$ cat config.mk
export PLATFORM = sky130hd
export DESIGN_NAME = array_reduce_seq
export DESIGN_NICKNAME = d
export VERILOG_FILES = /design/src/rtl/array_reduce_seq.sv
export SDC_FILE = /design/constraint.sdc
export NUM_CORES = 1
export LEC_CHECK = 0
export BUFFER_PORTS_ARGS = -buffer_cell sky130_fd_sc_hd__buf_2
export CAP_MARGIN = 0
export CORE_UTILIZATION = 32
export CTS_BUF_LIST = sky130_fd_sc_hd__clkbuf_16
export DETAILED_ROUTE_END_ITERATION = 6
export SLEW_MARGIN = 20
export SYNTH_ARGS = -nofsm -noshare
export SYNTH_HDL_FRONTEND = slang
export SYNTH_SLANG_ARGS = --single-unit
$ cat constraint.sdc
create_clock -name clk -period 16.15 [get_ports clk]
set_clock_uncertainty 0.05 [all_clocks]
set_input_delay 1.615 -clock clk [delete_from_list [all_inputs] [get_ports clk]]
set_output_delay 1.615 -clock clk [all_outputs]
set_load 0.01 [all_outputs]
$ cat src/rtl/array_reduce_seq.sv
// -----------------------------------------------------------------------------
// array_reduce_seq
//
// Multi-cycle reduction of two packed N-element unsigned arrays into one
// result. It has two modes:
//   mode = 0 : element-sum, sum of (a[i] + b[i])
//   mode = 1 : dot product, sum of (a[i] * b[i])
// Each clock in RUN reduces LANES elements in ascending index order. One
// operation takes C = N/LANES RUN cycles. The operands and the mode are
// snapshotted on the accepted start. If the result does not fit in SW bits,
// it saturates to all-ones and ovf is set.
//
// Ports
//   clk    in   1     clock, rising edge
//   res    in   1     synchronous reset, active-low
//   start  in   1     request; sampled only in IDLE
//   mode   in   1     0 = element-sum, 1 = dot product; latched with start
//   num1   in   N*W   array A, element i = num1[i*W +: W]
//   num2   in   N*W   array B, same packing
//   busy   out  1     operation in progress
//   done   out  1     one-cycle pulse when sum/ovf have just been updated
//   sum    out  SW    last result; held until the next completion or reset
//   ovf    out  1     last result saturated; updated together with sum
//
// state | meaning
// ------+-----------------------------------------------------------------
// IDLE  | waiting for start; sum/ovf hold the previous result
// RUN   | accumulating LANES terms per clock; the last element group
//       | publishes sum/ovf, pulses done and returns to IDLE
// -----------------------------------------------------------------------------
module array_reduce_seq #(
    parameter int N     = 10,
    parameter int W     = 8,
    parameter int SW    = 20,
    parameter int LANES = 1
) (
    input  logic            clk,
    input  logic            res,
    input  logic            start,
    input  logic            mode,
    input  logic [N*W-1:0]  num1,
    input  logic [N*W-1:0]  num2,
    output logic            busy,
    output logic            done,
    output logic [SW-1:0]   sum,
    output logic            ovf
);

    // A product term (2W bits) is the widest term. A sum term needs only W+1 bits.
    localparam int TW = 2 * W;
    // The working width holds the saturated accumulator plus any single term
    // without wrapping, so every overflow is caught.
    localparam int AW = ((SW > TW) ? SW : TW) + 1;
    localparam int IW = $clog2(N + 1);

    localparam logic [AW-1:0] SAT      = {{(AW-SW){1'b0}}, {SW{1'b1}}};
    localparam logic [IW-1:0] STEP     = IW'(LANES);
    localparam logic [IW-1:0] LAST_IDX = IW'(N - LANES);

    typedef enum logic {
        IDLE = 1'b0,
        RUN  = 1'b1
    } state_t;

    state_t          state_q;
    logic [N*W-1:0]  a_q;
    logic [N*W-1:0]  b_q;
    logic            mode_q;
    logic [SW-1:0]   acc_q;
    logic            ovf_int_q;
    logic [IW-1:0]   idx_q;
    logic            busy_q;
    logic            done_q;
    logic [SW-1:0]   sum_q;
    logic            ovf_q;

    logic [N*W-1:0]  a_win;
    logic [N*W-1:0]  b_win;
    logic [W-1:0]    elem_a;
    logic [W-1:0]    elem_b;
    logic [TW-1:0]   term;
    logic [AW-1:0]   acc_d;
    logic            ovf_int_d;

    // Shift the current element group down to bit 0. The lanes can then use
    // fixed slices.
    assign a_win = a_q >> (W * int'(idx_q));
    assign b_win = b_q >> (W * int'(idx_q));

    // Fold the LANES terms in one at a time. The clamp is applied after each
    // term, so a saturated accumulator stays pinned at all-ones.
    always_comb begin
        acc_d     = AW'(acc_q);
        ovf_int_d = ovf_int_q;
        elem_a    = '0;
        elem_b    = '0;
        term      = '0;
        for (int l = 0; l < LANES; l++) begin
            elem_a = a_win[l*W +: W];
            elem_b = b_win[l*W +: W];
            term   = mode_q ? (TW'(elem_a) * TW'(elem_b))
                            : (TW'(elem_a) + TW'(elem_b));
            acc_d  = acc_d + AW'(term);
            if (acc_d > SAT) begin
                acc_d     = SAT;
                ovf_int_d = 1'b1;
            end
        end
    end

    always_ff @(posedge clk) begin
        if (!res) begin
            state_q   <= IDLE;
            a_q       <= '0;
            b_q       <= '0;
            mode_q    <= 1'b0;
            acc_q     <= '0;
            ovf_int_q <= 1'b0;
            idx_q     <= '0;
            busy_q    <= 1'b0;
            done_q    <= 1'b0;
            sum_q     <= '0;
            ovf_q     <= 1'b0;
        end else begin
            done_q <= 1'b0;
            case (state_q)
                IDLE: begin
                    if (start) begin
                        a_q       <= num1;
                        b_q       <= num2;
                        mode_q    <= mode;
                        acc_q     <= '0;
                        ovf_int_q <= 1'b0;
                        idx_q     <= '0;
                        busy_q    <= 1'b1;
                        state_q   <= RUN;
                    end
                end
                RUN: begin
                    acc_q     <= acc_d[SW-1:0];
                    ovf_int_q <= ovf_int_d;
                    idx_q     <= idx_q + STEP;
                    if (idx_q == LAST_IDX) begin
                        sum_q   <= acc_d[SW-1:0];
                        ovf_q   <= ovf_int_d;
                        done_q  <= 1'b1;
                        busy_q  <= 1'b0;
                        idx_q   <= '0;
                        state_q <= IDLE;
                    end
                end
                default: state_q <= IDLE;
            endcase
        end
    end

    assign busy = busy_q;
    assign done = done_q;
    assign sum  = sum_q;
    assign ovf  = ovf_q;

endmodule

* After elaboration in Yosys (flattened, before gate mapping) *
Cells that the tools add are included.

word-level totals
  RAM bits = 0
  output and inout bits = 23
  flip-flop bits (word level) = 210
  bits of input ports = 164
  logic and storage cells = 43
  latch bits = 0
  ROM bits = 0
  memories kept = 0

cells by class
  multiplexer cells = 17
  equal/unequal tests = 3
  bitwise gates (word level) = 1
  $lt $le $gt $ge = 1
  multipliers = 1
  reductions and logical operators = 4
  shift operators = 2
  $add $sub $neg = 3
  divide/modulo/power cells = 0

operators with widths
  operator              count
  $shr 80x7->8          2
  $mux 20               2
  $pmux 20 s2           1
  $add 20x16->21        1
  $gt 21x20->1 const B  1
  $mul 8x8->16          1
  $mux 16               1
  $add 8x8->9           1
  $mux 4                2
  $pmux 4 s2            1
  $reduce_and 2->1      4
  $mux 1                7
  $pmux 1 s2            3
  $add 4x1->4 const B   1
  $eq 4x4->1 const B    1
  $ne 2x1->1 const B    1
  $ne 2x2->1 const B    1
  $not 1->1             1

* Longest topological paths before layout *
Gate-level depths: netlist (run 1).

  depth in word-level cells = 7
  gate-level depth with buffers = 34
  depth with buffers taken out = 29

* Worst setup path after synthesis (run 1) *
No wires, ideal clock.

  path type = register -> register
  from = register idx_q[0]
  to = register sum_q[2] (netlist: sum[2])
  setup time = 131 ps
  path slack = 8651 ps
  period minus slack after synthesis = 7499 ps
  stages on the path, launching flop included = 32
  arrival time = 7318 ps
  buffers on the path = 5
  data required time = 15969 ps
  path through = dfxtp_1 buf_2 buf_2 mux4_2 mux2i_1 o22a_1 inv_1 ha_1 fa_1 fa_1 fa_1 inv_1 fa_1 inv_1 ha_1 or3_1 or2_2 o221ai_1 a21oi_1 xor2_1 and2_1 ha_1 buf_2 a21oi_4 nor2_1 a2111oi_4 a21oi_2 and4_4 buf_6 buf_6 nor3_2 nor3_1

on the way
  longest elaborated chain between the ends = 6
  elaborated cells between the ends (all ways) = 10
  classes of those cells = add/sub: 2; mul: 1; order compare: 1; eq/ne: 1; shift: 2; mux: 2; reduce/logical: 1

RTL lines
  item                                                RTL line  RTL
  start: declaration                                  71        logic [IW-1:0] idx_q;
  start signal: assignment                            142       idx_q <= idx_q + STEP;
  $shr 80x7->8 (on tied branches)                     87, 88
  $mul 8x8->16 / $add 8x8->9 (equally long branches)  101, 102
  $mux 16                                             101       term = mode_q ? (TW'(elem_a) * TW'(elem_b))
  $add 20x16->21                                      103       acc_d = acc_d + AW'(term);
  $gt 21x20->1                                        104       if (acc_d > SAT) begin
  $mux 20                                             104
  end signal: assignment                              144       sum_q <= acc_d[SW-1:0];
  end: declaration                                    74        logic [SW-1:0] sum_q;

Several ways; a longest one is shown, not always the timed one.
A chain may end at the register's enable or synchronous reset.

* Final worst setup path (run 1) *
  from = register idx_q[0]
  to = register acc_q[13]

on the way
  longest elaborated chain between the ends = 7
  elaborated cells between the ends (all ways) = 9
  classes of those cells = add/sub: 2; mul: 1; order compare: 1; shift: 2; mux: 3

RTL lines
  item                                                RTL line  RTL
  $shr 80x7->8 (on tied branches)                     87, 88
  $mul 8x8->16 / $add 8x8->9 (equally long branches)  101, 102
  $mux 16 (*)                                         101
  $add 20x16->21 (*)                                  103
  $gt 21x20->1                                        104
  $mux 20 (*)                                         104
  $pmux 20 s2 (*)                                     126       case (state_q)
  end signal: assignment                              140       acc_q <= acc_d[SW-1:0];
  end: declaration                                    69        logic [SW-1:0] acc_q;

Every way passes the cells marked *; elsewhere a longest branch is shown, timed or not.

==> results of run 1 <==
==> cell type report <==
type,instances,area [um2]
Clock buffer,25,626
Inverter,87,332
Tap cell,468,586
Timing Repair Buffer,195,998
Clock inverter,21,228
Multi-Input combinational cell,1051,6960
Sequential cell,210,4210
Fill cell,3740,22600
==> flip-flops by register name (all words and copies together) (netlist names) <==
register,cells
ovf_int_q,1
sum,20
busy,1
acc_q,20
b_q,80
state_q,1
mode_q,1
a_q,80
done,1
idx_q,4
ovf,1
==> metal layers <==
metal | routed length (um) | up-vias | share of wire
met5 | 0 | - | 0
met4 | 788 | 0 | 0.023
met3 | 1640 | 48 | 0.049
met2 | 16000 | 261 | 0.47
met1 | 15300 | 4926 | 0.45
li1 | - | 5108 | -
==> kinds of logic after synthesis <==
logic type,Yosys count
adder cells (fa/ha/maj),100
XOR/XNOR,26
multiplexers,67
buffers and inverters,174
AND/OR/NAND/NOR,513
flip-flops,210
AO/OA/AOI/OAI,345
==> power breakdown <==
group | switching, mW | internal, mW
clock | 0.236 | 0.349
combinational | 0.110 | 0.0727
sequential | 0.0170 | 0.544
==> worst paths after layout <==
check | from | endpoint | cells after the start
setup / recovery | idx_q[0] | acc_q[13] | 27
hold / removal | b_q[52] | b_q[52] | 2
setup reg to reg | idx_q[0] | acc_q[13] | 27
hold reg to reg | b_q[52] | b_q[52] | 2
==> synthesized netlist by cell type, types with 3 or more instances <==
cell,instances,area (um2)
fa_1,38,761
mux4_2,32,721
buf_2,11,55.1
a21boi_0,3,22.5
mux2i_1,33,330
a311oi_1,5,43.8
nand3_1,4,20.0
nand3b_1,4,30.0
o211ai_1,3,22.5
nand4_1,4,25.0
nor3b_1,3,22.5
nor2_1,99,372
a21oi_1,202,1010
nor3_1,9,45.0
xnor2_1,15,131
buf_1,3,11.3
o21a_1,7,52.6
a21o_1,12,90.1
o22a_1,16,140
o21ai_0,43,215
a211oi_1,8,60.1
nand2_1,369,1390
xor2_1,11,96.3
inv_1,86,323
clkbuf_1,71,267
o21ai_1,9,45.0
ha_1,62,776
a31oi_1,8,50.1
dfxtp_1,210,4200
and2_1,7,43.8
==> metrics by stage <==
stage | util | cell area, um2 | worst slack (ns) | cells | hold WS (ns)
floorplan | - | 11800 | 8.65 | 1435 | 0.382
global placement | 0.358 | 13100 | 7.75 | 2011 | 0.390
detailed placement | 0.358 | 13100 | 7.57 | 2011 | 0.394
CTS | 0.382 | 13900 | 7.57 | 2057 | 0.402
global route | 0.382 | 13900 | 7.00 | 2057 | 0.417
finish | 0.382 | 13900 | 7.63 | 2057 | 0.402
==> worst register-to-register path, stage by stage (launching register included) <==
cell and delay, ns:
dfxtp_4 0.58, buf_4 0.61, mux4_2 0.65, mux2i_1 0.16, o22a_1 0.36, inv_1 0.16, nand2_1 0.12, fa_1 0.44
fa_1 0.56, inv_1 0.06, fa_1 0.54, inv_1 0.06, fa_1 0.52, inv_1 0.04, ha_1 0.22, or3_1 0.33
or2_2 0.30, o221ai_1 0.21, a21oi_1 0.11, xor2_1 0.14, and2_1 0.16, ha_1 0.46, a21oi_1 0.11, a21oi_1 0.20
o21ai_0 0.11, a21oi_2 0.23, nand4_1 0.51, a311oi_1 0.43
==> cell usage in the layout (no fill, tap or decap), types with 3 or more instances in the layout <==
| cell type | instances |
|---|---|
| bufinv_16 | 4 |
| o22a_1 | 16 |
| nor3b_1 | 3 |
| xor2_1 | 11 |
| mux4_2 | 32 |
| ha_1 | 62 |
| clkinv_1 | 6 |
| xnor2_1 | 15 |
| nand3_1 | 4 |
| fa_1 | 38 |
| dfxtp_1 | 208 |
| a21oi_1 | 202 |
| o21a_1 | 7 |
| a31oi_1 | 8 |
| a211oi_1 | 8 |
| buf_4 | 9 |
| o21ai_1 | 9 |
| inv_1 | 90 |
| nor3_1 | 9 |
| o211ai_1 | 3 |
| nand2_1 | 368 |
| nand4_1 | 4 |
| buf_2 | 186 |
| nor2_1 | 97 |
| a21o_1 | 12 |
| clkbuf_16 | 25 |
| o21ai_0 | 43 |
| a311oi_1 | 5 |
| nand3b_1 | 4 |
| mux2i_1 | 33 |
| and2_1 | 7 |
| a21boi_0 | 3 |
==> run metrics, run 1 <==
status=completed; final setup fails=0; I/O Buffers=186; EDFF count, synth=0; Core Area=about 37000 um2; synthesized netlist cell count=1435; WL final=33800 um; Die Y-Extent=between 150 and 200 um; largest buffer count on any clock path=3; GR Overflow Total=0; Syn. warnings=0; Post-Synth Adder-Cell Area=0.130; vias=roughly 10000; Pre-antenna DRT Iters=5; unrepaired setup endpoints after global routing=false; GRT met3 Usage=0.0252; DRT antenna net count=0; WS Path Type=reg -> reg; Yosys cell types=66; Worst VDD drop=0.0757 mV; GRT Util Overall=0.175; Setup TNS=0 ns; Post-synth ARST share=0; post-cts resize count=0; Slew Limit Headroom=0.326; Die Area=37700 um2; Power Dens Cells=95.4 nW/um2; share of layout cells above drive strength 1=0.179; CP max stage cell=mux4_2; postcts setup bufs=0; clk slew on worst S/H paths=0.06 ns; Leak=5.97 nW; HP Class=reg -> reg; clk sink count=210; Crit Path Max Fanout=36; largest family of logic cells by synthesized area=compound AO/OA/AOI/OAI gates; setup slack, reg-to-reg=7.63 ns; routed wire length per instance=~16 um; H-tree depth=1; post-synthesis xor/xnor area fraction=0.0193; number of diodes=0; delay-heaviest family, CP=adder cells; Nets=1834; Iter 0 DRT Violations=575; Final Hold Fails=0; Critical Path Sink Type=flop; largest net degree at the start of global routing=99; clk_lat worst skew=0.54 ns; post-synthesis mux area share=0.0908; Most used DFF post-synth=dfxtp_1; total power draw=1.33 mW; CTS root buf=clkbuf_16; FP Rows=70; Die X=194 um; number of global-route vias before repair=9862; first-pass GRT wire length=53200 um; slew of the pin with the lowest slew margin=1.01 ns; post-DP HPWL=25100 um; gp weighted congestion=between 0.9 and 1; Num CTS Buffers=25; synthesized net count=1699; Initial Util=0.324; Ports=~190; Critical Path AT=8.92 ns; CP peak stage delay=approximately 0.64 ns; Syn Std Cell Area=11800 um2; M2 GR Usage=0.288; worst path buffer plus inverter count=5; Startpoint Class=flop; Tmin final=approximately 8.5 ns; number of synthesized register bits=210; via/cell ratio=5.03; Tcrit/Tclk final=0.528; DRC Markers=0; gr busiest metal=met2; Max Cap Viol=0; initial antenna violation count=0; synthesis-to-finish area growth=17.8%; routing usage on met1=0.240; Post-Synth Simple-Gate Area=0.173; Peak Freq=117 MHz; Syn Area/Cell=8.24 um2; CTS tree=done; complex-gate fraction of the synthesized area=0.173; Slew Viols, Final=0; hold_buf cts=0; WP data required=16.55 ns; sequential cell area fraction in the yosys report=0.356
Note: power is estimated with default switching activity, not from simulation.
==> run 2: changes to the inputs <==
Settings changed: ABC_AREA set to 1.
Clock period 16.15 ns to 8.2 ns, I/O delays scaled along.
==> run 2 against run 1 <==
Effect of this change: the flow now finishes with violations (DRC); area after synthesis up 6.0%; hold slack lost 0.0067 ns; via count is 15% higher; total power grew 140%; final cell count increased by 19%; flip-flop and latch count unchanged; synthesized cell count up 25%; count of clock-buffer cells in the layout grew 1; combinational power grew to 5.2 times the previous value; first-iteration DRC count is 38% higher; largest power group is now sequential cells; highest routed layer unchanged.
==> run metrics, run 2 <==
Pre-antenna DRT Iters=7 (+2); DP Cell Count=2410 (+20%); DRC Markers=1 (+1); DRT antenna net count=0 (unchanged); Tmin final=7.10 ns (-1.42 ns); Crit Path Max Fanout=35 (-2.8%); CP startpoint=idx_q[1]; number of diodes=0 (unchanged); setup slack, reg-to-reg=1.10 ns (-6.53 ns); Slew Limit Headroom=0.265 (-0.0614); Synth top area share=0.335 (-0.0201); H-tree depth=1 (unchanged); worst setup path end=ovf; Tcrit/Tclk final=0.866 (+0.339); Yosys cell types=43 (-35%); unrepaired setup endpoints after global routing=false; total power draw=3.18 mW (+140%); post-cts resize count=0 (unchanged); Critical Path AT=7.49 ns (-1.43 ns); Peak Freq=141 MHz (+20%); CP max stage cell=fa_1; FP Rows=72 (+2.9%); Startpoint Class=flop; Critical Path Sink Type=flop; share of layout cells above drive strength 1=0.159 (-0.0199); final setup fails=0 (unchanged); routed wire length per instance=16.0 um (-2.3%); Syn. warnings=0 (unchanged); R2R depth=30 (+11%); most frequent cells in the layout=nor2_1 (426), nand2_1 (270), o21ai_0 (237), dfxtp_1 (209), inv_1 (188); gp weighted congestion=0.899 (-8.4%); GRT Util Overall=0.198 (+0.0227); Top Registers=a_q x80, b_q x80; Initial Util=0.324 (+0.000495); number of synthesized register bits=210 (unchanged); CTS root buf=clkbuf_16; most numerous cell in the Yosys netlist=nor2_1; Die X=200 um (+2.9%); number of global-route vias before repair=11800 (+19%); Worst VDD drop=0.137 mV (+80%); largest buffer count on any clock path=3 (unchanged); Synth top cells by count=nor2_1 (427), nand2_1 (270), o21ai_0 (237); Critical R2R Launch=idx_q[1]; stages on the worst setup path=30 (+11%); Setup WS pre-CTS=1.10 ns (-6.46 ns); largest net degree at the start of global routing=125 (+26%); Ports=187 (unchanged); Core Area=38600 um2 (+5.8%); Syn Area/Cell=7.01 um2 (-15%); Nets=2184 (+19%); EDFF count, synth=0 (unchanged); Power Dens Cells=217 nW/um2 (+130%); worst path buffer plus inverter count=6 (+1); CTS tree=done; clk_lat worst skew=0.55 ns (about the same); Die Area=40000 um2 (+5.9%); synthesized net count=2051 (+21%); WS Path Type=reg -> reg; Setup TNS=0 ns (unchanged); Area contributors post-synth=dfxtp_1 (34%), nor2_1 (13%), o21ai_0 (9.5%), nand2_1 (8.1%), ha_1 (6.2%); sequential cell area fraction in the yosys report=0.335 (-0.0201); failing checks=DRC; Synth area leader=dfxtp_1; HP Class=reg -> reg; Final Hold Fails=0 (unchanged); clk slew on worst S/H paths=0.06 ns (about the same); WP data required=8.58 ns (-7.97 ns); status=complete, but fails checks; initial antenna violation count=0 (unchanged); first-pass GRT wire length=62400 um (+17%); Slew Viols, Final=0 (unchanged); synthesis-to-finish area growth=16.6%; vias=11900 (+15%); most common cell after layout, fill and taps aside=nor2_1; Max Cap Viol=0 (unchanged); PnR worst setup slack=1.10 ns (-6.53 ns); via/cell ratio=4.86 (-3.4%); CP peak stage delay=0.55 ns (-0.09 ns); Post-synth ARST share=0 (unchanged); clk sink count=210 (unchanged); I/O Buffers=186 (unchanged); synthesized netlist cell count=1787 (+25%); postcts setup bufs=0 (unchanged); delay-heaviest family, CP=adder cells; hold_buf cts=0 (unchanged); reg2reg end=ovf; Syn Std Cell Area=12500 um2 (+6.0%); Die Y-Extent=200 um (+2.9%); hold slack=0.396 ns (-0.00670 ns); Most used DFF post-synth=dfxtp_1; post-DP HPWL=28800 um (+15%); Num CTS Buffers=26 (+4.0%); WL final=39400 um (+17%); final std cells w/o fill=2456 (+19%); Leak=7.26 nW (+22%); GR Overflow Total=0 (unchanged); Iter 0 DRT Violations=791 (+38%); slew of the pin with the lowest slew margin=1.10 ns (+0.0921 ns)
==> run 2: cell types whose count changed after synthesis, sizes merged, moves of 9 or more <==
cell    before  now
o221ai       1   25
inv         87  188
o22ai        2   11
o22a        16    0
nor2        99  428
buf         16   31
o21ai       52  262
nand3        4   55
nand2      369  287
mux2i       33   16
a21oi      205   54
mux4        32    0
a21o        12    0
==> run 2: per-stage QoR <==
stage	utilization	area (um2)
after floorplan	-	12500
after global placement	0.357	13800
after detailed placement	0.357	13800
after CTS	0.378	14600
after global routing	0.378	14600
final	0.378	14600
==> run 2: layer usage <==
| layer | track usage | routed length, um | up-vias |
|---|---|---|---|
| li1 | - | - | 6026 |
| met1 | 0.273 | 18700 | 5537 |
| met2 | 0.315 | 17200 | 317 |
| met3 | 0.0341 | 2410 | 46 |
| met4 | 0.0585 | 1030 | 0 |
| met5 | 0 | 0 | - |
==> run 2: cell type report <==
cell class	count	area, um2
clock buffer	26	651
clock inverter	20	160
fill	4141	24000
inverter	189	712
multi-input combinational	1293	7190
sequential	210	4210
tap	518	648
timing repair buffer	200	1050
==> run 2: report_power, final <==
group          switching, mW  internal (mW)  total [mW]
sequential            0.0397           1.09        1.13
clock                  0.461          0.638        1.10
combinational          0.614          0.330       0.944
total                   1.11           2.06        3.18
==> run 2: cells by family (layout without fill, tap and decap cells) <==
kind of cell,count (synthesis),in the layout,synth area share
buffers and inverters,284,435,0.0916
AND/OR/NAND/NOR,789,789,0.253
AO/OA/AOI/OAI,376,376,0.176
adder cells (fa/ha/maj),100,100,0.123
multiplexers,16,16,0.0128
XOR/XNOR,12,12,0.00839
flip-flops,210,210,0.335
==> run 2: how the worst min path moves through the flow <==
stage,from,to,slack (ns),cells after the start
after floorplan,acc_q[2],acc_q[2],0.41,2
after global placement,sum[15],sum[15],0.38,2
after detailed placement,sum[11],sum[11],0.38,2
after CTS,sum[11],sum[11],0.40,2
after global routing,sum[16],sum[16],0.43,2
final,sum[11],sum[11],0.40,2
==> run 2: worst reg2reg max path, delay by kind of cell, from the launching register on <==
family	cells	cell delay (ns)
adders and majority gates	7	3.03
AOI/OAI and AO/OA	11	2.10
buffers and inverters	6	0.94
and+or+nand+nor	6	0.53
DFF	1	0.32
